[src/rtl/iter_divider_pkg.sv]
// Shared widths and state encoding for the iterative divider.
package iter_divider_pkg;

  localparam int DIV_WIDTH = 32;

  typedef enum logic {
    IDLE = 1'b0,
    BUSY = 1'b1
  } div_state_e;

  function automatic int div_cnt_w(input int w);
    return $clog2(w + 1);
  endfunction

endpackage

[src/rtl/iter_divider_div_step.sv]
// One restoring division iteration: shift, trial subtract, restore on borrow.
module div_step
  import iter_divider_pkg::*;
#(
  parameter int WIDTH = DIV_WIDTH
) (
  input  logic [WIDTH:0]   rem_in,
  input  logic [WIDTH-1:0] quo_in,
  input  logic [WIDTH-1:0] divisor,
  output logic [WIDTH:0]   rem_out,
  output logic [WIDTH-1:0] quo_out
);

  logic [WIDTH+1:0] shifted;
  logic [WIDTH+1:0] diff;
  logic             neg;

  // Extra headroom bit keeps the borrow visible for any divisor.
  assign shifted = {rem_in, quo_in[WIDTH-1]};
  assign diff    = shifted - {2'b00, divisor};
  assign neg     = diff[WIDTH+1];

  assign rem_out = neg ? shifted[WIDTH:0] : diff[WIDTH:0];
  assign quo_out = {quo_in[WIDTH-2:0], ~neg};

endmodule

[src/rtl/iter_divider.sv]
// Iterative restoring DIV/DIVU: quotient to LO (q), remainder to HI (r).
module iter_divider
  import iter_divider_pkg::*;
#(
  parameter int WIDTH = DIV_WIDTH
) (
  input  logic             DIV_clk,
  input  logic             DIV_rst,
  input  logic             DIV_ena,
  input  logic             start,
  input  logic             is_signed,
  input  logic [WIDTH-1:0] dividend,
  input  logic [WIDTH-1:0] divisor,
  output logic [WIDTH-1:0] q,
  output logic [WIDTH-1:0] r,
  output logic             busy,
  output logic             done
);

  localparam int CW = div_cnt_w(WIDTH);

  div_state_e       state_q, state_d;
  logic [CW-1:0]    cnt_q, cnt_d;
  logic [WIDTH:0]   rem_q, rem_d;
  logic [WIDTH-1:0] quo_q, quo_d;
  logic [WIDTH-1:0] dvs_q, dvs_d;
  logic [WIDTH-1:0] raw_q, raw_d;
  logic             negq_q, negq_d;
  logic             negr_q, negr_d;
  logic             dz_q, dz_d;
  logic [WIDTH-1:0] q_q, q_d;
  logic [WIDTH-1:0] r_q, r_d;
  logic             done_q, done_d;

  logic             a_neg, b_neg;
  logic [WIDTH-1:0] a_mag, b_mag;
  logic [WIDTH:0]   step_rem;
  logic [WIDTH-1:0] step_quo;
  logic [WIDTH-1:0] rem_lo;

  // Magnitude of the most negative value wraps to itself, read as unsigned.
  assign a_neg = is_signed & dividend[WIDTH-1];
  assign b_neg = is_signed & divisor[WIDTH-1];
  assign a_mag = a_neg ? -dividend : dividend;
  assign b_mag = b_neg ? -divisor : divisor;

  div_step #(.WIDTH(WIDTH)) u_step (
    .rem_in  (rem_q),
    .quo_in  (quo_q),
    .divisor (dvs_q),
    .rem_out (step_rem),
    .quo_out (step_quo)
  );

  assign rem_lo = step_rem[WIDTH-1:0];

  always_comb begin
    state_d = state_q;
    cnt_d   = cnt_q;
    rem_d   = rem_q;
    quo_d   = quo_q;
    dvs_d   = dvs_q;
    raw_d   = raw_q;
    negq_d  = negq_q;
    negr_d  = negr_q;
    dz_d    = dz_q;
    q_d     = q_q;
    r_d     = r_q;
    done_d  = 1'b0;
    unique case (state_q)
      IDLE: begin
        if (start) begin
          state_d = BUSY;
          cnt_d   = '0;
          rem_d   = '0;
          quo_d   = a_mag;
          dvs_d   = b_mag;
          raw_d   = dividend;
          negq_d  = a_neg ^ b_neg;
          negr_d  = a_neg;
          dz_d    = (divisor == '0);
        end
      end
      BUSY: begin
        rem_d = step_rem;
        quo_d = step_quo;
        cnt_d = cnt_q + CW'(1);
        if (cnt_q == CW'(WIDTH - 1)) begin
          state_d = IDLE;
          done_d  = 1'b1;
          if (dz_q) begin
            q_d = '1;
            r_d = raw_q;
          end else begin
            q_d = negq_q ? -step_quo : step_quo;
            r_d = negr_q ? -rem_lo : rem_lo;
          end
        end
      end
      default: state_d = IDLE;
    endcase
  end

  always_ff @(posedge DIV_clk or posedge DIV_rst) begin
    if (DIV_rst) begin
      state_q <= IDLE;
      cnt_q   <= '0;
      rem_q   <= '0;
      quo_q   <= '0;
      dvs_q   <= '0;
      raw_q   <= '0;
      negq_q  <= 1'b0;
      negr_q  <= 1'b0;
      dz_q    <= 1'b0;
      q_q     <= '0;
      r_q     <= '0;
      done_q  <= 1'b0;
    end else if (DIV_ena) begin
      state_q <= state_d;
      cnt_q   <= cnt_d;
      rem_q   <= rem_d;
      quo_q   <= quo_d;
      dvs_q   <= dvs_d;
      raw_q   <= raw_d;
      negq_q  <= negq_d;
      negr_q  <= negr_d;
      dz_q    <= dz_d;
      q_q     <= q_d;
      r_q     <= r_d;
      done_q  <= done_d;
    end
  end

  assign q    = q_q;
  assign r    = r_q;
  assign busy = (state_q == BUSY);
  assign done = done_q;

endmodule

[config.mk]
export PLATFORM = sky130hd
export DESIGN_NAME = iter_divider
export DESIGN_NICKNAME = d
export VERILOG_FILES = /design/src/rtl/iter_divider_pkg.sv /design/src/rtl/iter_divider_div_step.sv /design/src/rtl/iter_divider.sv
export SDC_FILE = /design/constraint.sdc
export NUM_CORES = 1
export LEC_CHECK = 0
export CAP_MARGIN = 20
export CORE_ASPECT_RATIO = 0.5
export CORE_UTILIZATION = 35
export DETAILED_ROUTE_END_ITERATION = 10
export SYNTH_ARGS = -nofsm -noshare
export SYNTH_HDL_FRONTEND = slang
export SYNTH_HIERARCHICAL = 1
export SYNTH_SLANG_ARGS = --single-unit
[constraint.sdc]
create_clock -name DIV_clk -period 10.7 [get_ports DIV_clk]
set_input_delay 2.14 -clock DIV_clk [delete_from_list [all_inputs] [get_ports DIV_clk]]
set_output_delay 2.14 -clock DIV_clk [all_outputs]
set_load 0.005 [all_outputs]
==> results.yml <==
worst_setup_path:
  cpPeakStageDelay_ps: 460
  critPathSlowestCell: "buf_4"
  worst_ep_arrival_time_ps: 5730
  crit_family: "compound AO/OA/AOI/OAI gates"
  critical_path.max_fanout: 54
  path_buf_inv: 2
  crit_required_ps: 11090
  r2r_slack_ps: 5360
  path_class: "flip-flop to flip-flop"
  path_cells: "ha_1 > and3_1 > or3b_1 > a211oi_2 > o31ai_1 > and3_4 > o31a_4 > xor2_4 > buf_4 > o21ai_0 > inv_1 > ha_1 > nor4b_2 > nand4_1 > o21ai_0 > xnor2_1 > mux2i_1 > o21ai_1"
  start_kind: "flip-flop"
  cp-end-kind: "flip-flop"
cells_and_area:
  diodes: 0
  mostFrequentLayoutCells: "231 x nand2_1, 203 x dfrtp_1, 134 x clkdlybuf4s50_1, 130 x o21ai_0, 123 x a21oi_1"
  final_common_cell: "nand2_1"
  syn_to_final_growth_pct: 17.9
  multi_input_comb_area_sq_um: 7340
  design_area_sq_um: 15500
  fin_cells: 2089
  regArea_sq_um: 5110
  drive_gt1_share_pct: 6.79
  fillCellCount: 3621
  num-nets-final: 1695
sta:
  relSlewSlack_pct: 28.1
  post-route-min-period_ps: 5340
  finalWorstSetupSlack_ps: 5360
  skew_ps: 11.0
  worst_slew_pin_slew_ps: 1080
  report.final.hold_viol_count: 0
  finalCritPeriodShare_pct: 49.9
  setup_viol: 0
  drv_slew: 0
  totalNegativeSetupSlack_ps: 0
  fmax_mhz: 187
  rsz0062_at_grt: "no"
routing:
  wire_per_inst_um: 18.0
  ant_nets: 0
  drc_errors: 0
  via_count: 10928
  first_pass_iters: 5
  routed_via_density: 5.23
  drt-total-wl_um: 37600
  dr.first_iter.drc_count: 788
global_route:
  antenna_found_initial: 0
  grt_max_degree: 104
  grt_pass1_vias: 10493
  grt_overflow: 0
  grt_pass1_wl_um: 59700
  grtUsageTotal_pct: 19.3
power:
  powerDensity_nw_per_um2: 367
  clkPwrFrac_pct: 14.7
  total_power_w: 0.00569
  internal_power_w: 0.00305
  seqPwrFrac_pct: 25.5
  vdd_drop_max_mv: 0.187
  p_comb_share_pct: 59.8
  leakage_nw: 6.62
  p_sw_share_pct: 46.4
  power.net_switching_w: 0.00264
clock_network:
  cts_max_path_buffers: 3
  clkLatencyLatePin_ps: 530
  clk_pin_slew_worst_paths_ps: 60
  cts_resized: 0
  cts_setup_buffers: 0
  h-tree-depth: 1
  cts_tree: "built"
  clockRootBuffer: "clkbuf_16"
  numCtsBuffers: 23
  cts_hold_buf: 0
  cts.sinks: 204
yosys:
  netlist_area_sq_um: 13200
  ys_seq_elements: 204
  synth_fp_nets: 1631
  yosysWarnings: 6
  syn_avg_cell_area_sq_um: 8.63
  synth_top_flop_cell: "dfrtp_1"
  synth.top_cell.area_share_pct: 38.8
  ys_async_sr_fraction_pct: 100
  syn_inst: 1524
  ys_seq_area_share_pct: 38.8
  synth_edf_count: 0
  synth_top_cell_by_area: "dfrtp_1"
  yosys.cell_types.count: 86
  netlist_top_cells_area: "dfrtp_1 39%, nand2_1 6.6%, o21ai_0 4.9%"
die:
  pin_count: 135
  fp.dieW_um: 276
  start_util_pct: 36.1
  core_sq_um: 36500
  rows: 49
  die_h_um: 139
  dieArea_sq_um: 38400
status:
  status: "finished clean"
flow_run:
  drv_cap: 0
place:
  pre_cts_ws_ps: 5380
  place.gp.congestion: 0.882
  place_area_sq_um: 14700
  dp_hpwl_um: 27100
  numPortBuffers: 134
  dp.cells: 2046
min_path:
  hold_path.class: "flip-flop to flip-flop"
## synth_stat cells, types with 6 or more instances
master	number
mux2i_1	16
a21o_1	24
a21oi_1	123
nor4_1	16
buf_4	31
o21ai_1	32
o31ai_1	26
nor2_1	111
xnor2_1	73
ha_1	37
o22ai_1	14
o41ai_2	6
and2_1	8
a22o_1	34
xor2_1	73
nand2_1	231
buf_2	9
o21ai_0	130
mux2_2	7
o41ai_1	7
a31oi_1	8
nand4_1	9
nor3_1	16
dfrtp_1	204
nor2b_1	10
and3_1	16
nand2b_1	10
inv_1	55
clkbuf_1	66
or3_1	9
nand3_1	12
## area by class of cell
| cell class | count | area share, % |
|---|---|---|
| clock buffers | 33 | 4.27 |
| clock inverters | 9 | 0.823 |
| inverters | 56 | 1.40 |
| multi-input cells | 1156 | 47.3 |
| flip-flops and latches | 204 | 32.9 |
| well taps | 484 | 3.90 |
| repair buffers | 147 | 9.40 |
## sequential cells by signal, indices dropped and copies added (netlist names)
register and cells:
busy 1, cnt_q 6, done 1, dvs_q 32
dz_q 1, negq_q 1, negr_q 1, q 32
quo_q 32, r 32, raw_q 32, rem_q 33
## worst reg2reg max path, stage by stage, from the launching register on
cell and delay (ps):
dfrtp_1 400, ha_1 410, and3_1 210, or3b_1 360, a211oi_2 360, o31ai_1 110
and3_4 210, o31a_4 300, xor2_4 120, buf_4 460, o21ai_0 430, inv_1 170
ha_1 210, nor4b_2 400, nand4_1 340, o21ai_0 300, xnor2_1 90, mux2i_1 260
o21ai_1 100
## cell families after synthesis
family	after synthesis	share of synthesized area [%]
mux	23	1.82
fa+ha+maj	38	3.67
simple gates	500	18.6
compound gates	448	21.5
buf+inv	164	5.66
xor+xnor	147	9.93
flops	204	38.8
## power by group through the flow
stage | Clock (W) | Sequential, W | Combinational, W
finish | 0.000839 | 0.00145 | 0.00340
global route | 0.000881 | 0.00150 | 0.00376
CTS | 0.000857 | 0.00146 | 0.00337
detailed placement | 0 | 0.00147 | 0.00336
global placement | 0 | 0.00146 | 0.00336
floorplan | 0 | 0.00130 | 0.00257
## per-layer routing
metal,global-route usage (%),wire [um],vias to the layer above
li1,-,-,5463
met1,27.7,18400,5209
met2,30.4,16900,213
met3,2.86,1580,43
met4,4.44,745,0
met5,0,0,-
## final timing paths
kind,to,cells after the start,startpoint
worst max-delay path,r[16],18,rem_q[7]
worst min-delay path,q[0],2,q[0]
worst max register to register,r[16],18,rem_q[7]
worst min register to register,q[0],2,q[0]
max in group asynchronous,dvs_q[10],3,DIV_rst
min in group asynchronous,q[3],2,DIV_rst
## metrics by stage
stage	utilization, %	hold slack [ps]
2_1_floorplan	-	437
3_3_place_gp	40.3	455
3_5_place_dp	40.3	460
4_1_cts	42.5	474
5_1_grt	42.5	505
6_report	42.5	466
(Power assumes the default switching activity.)
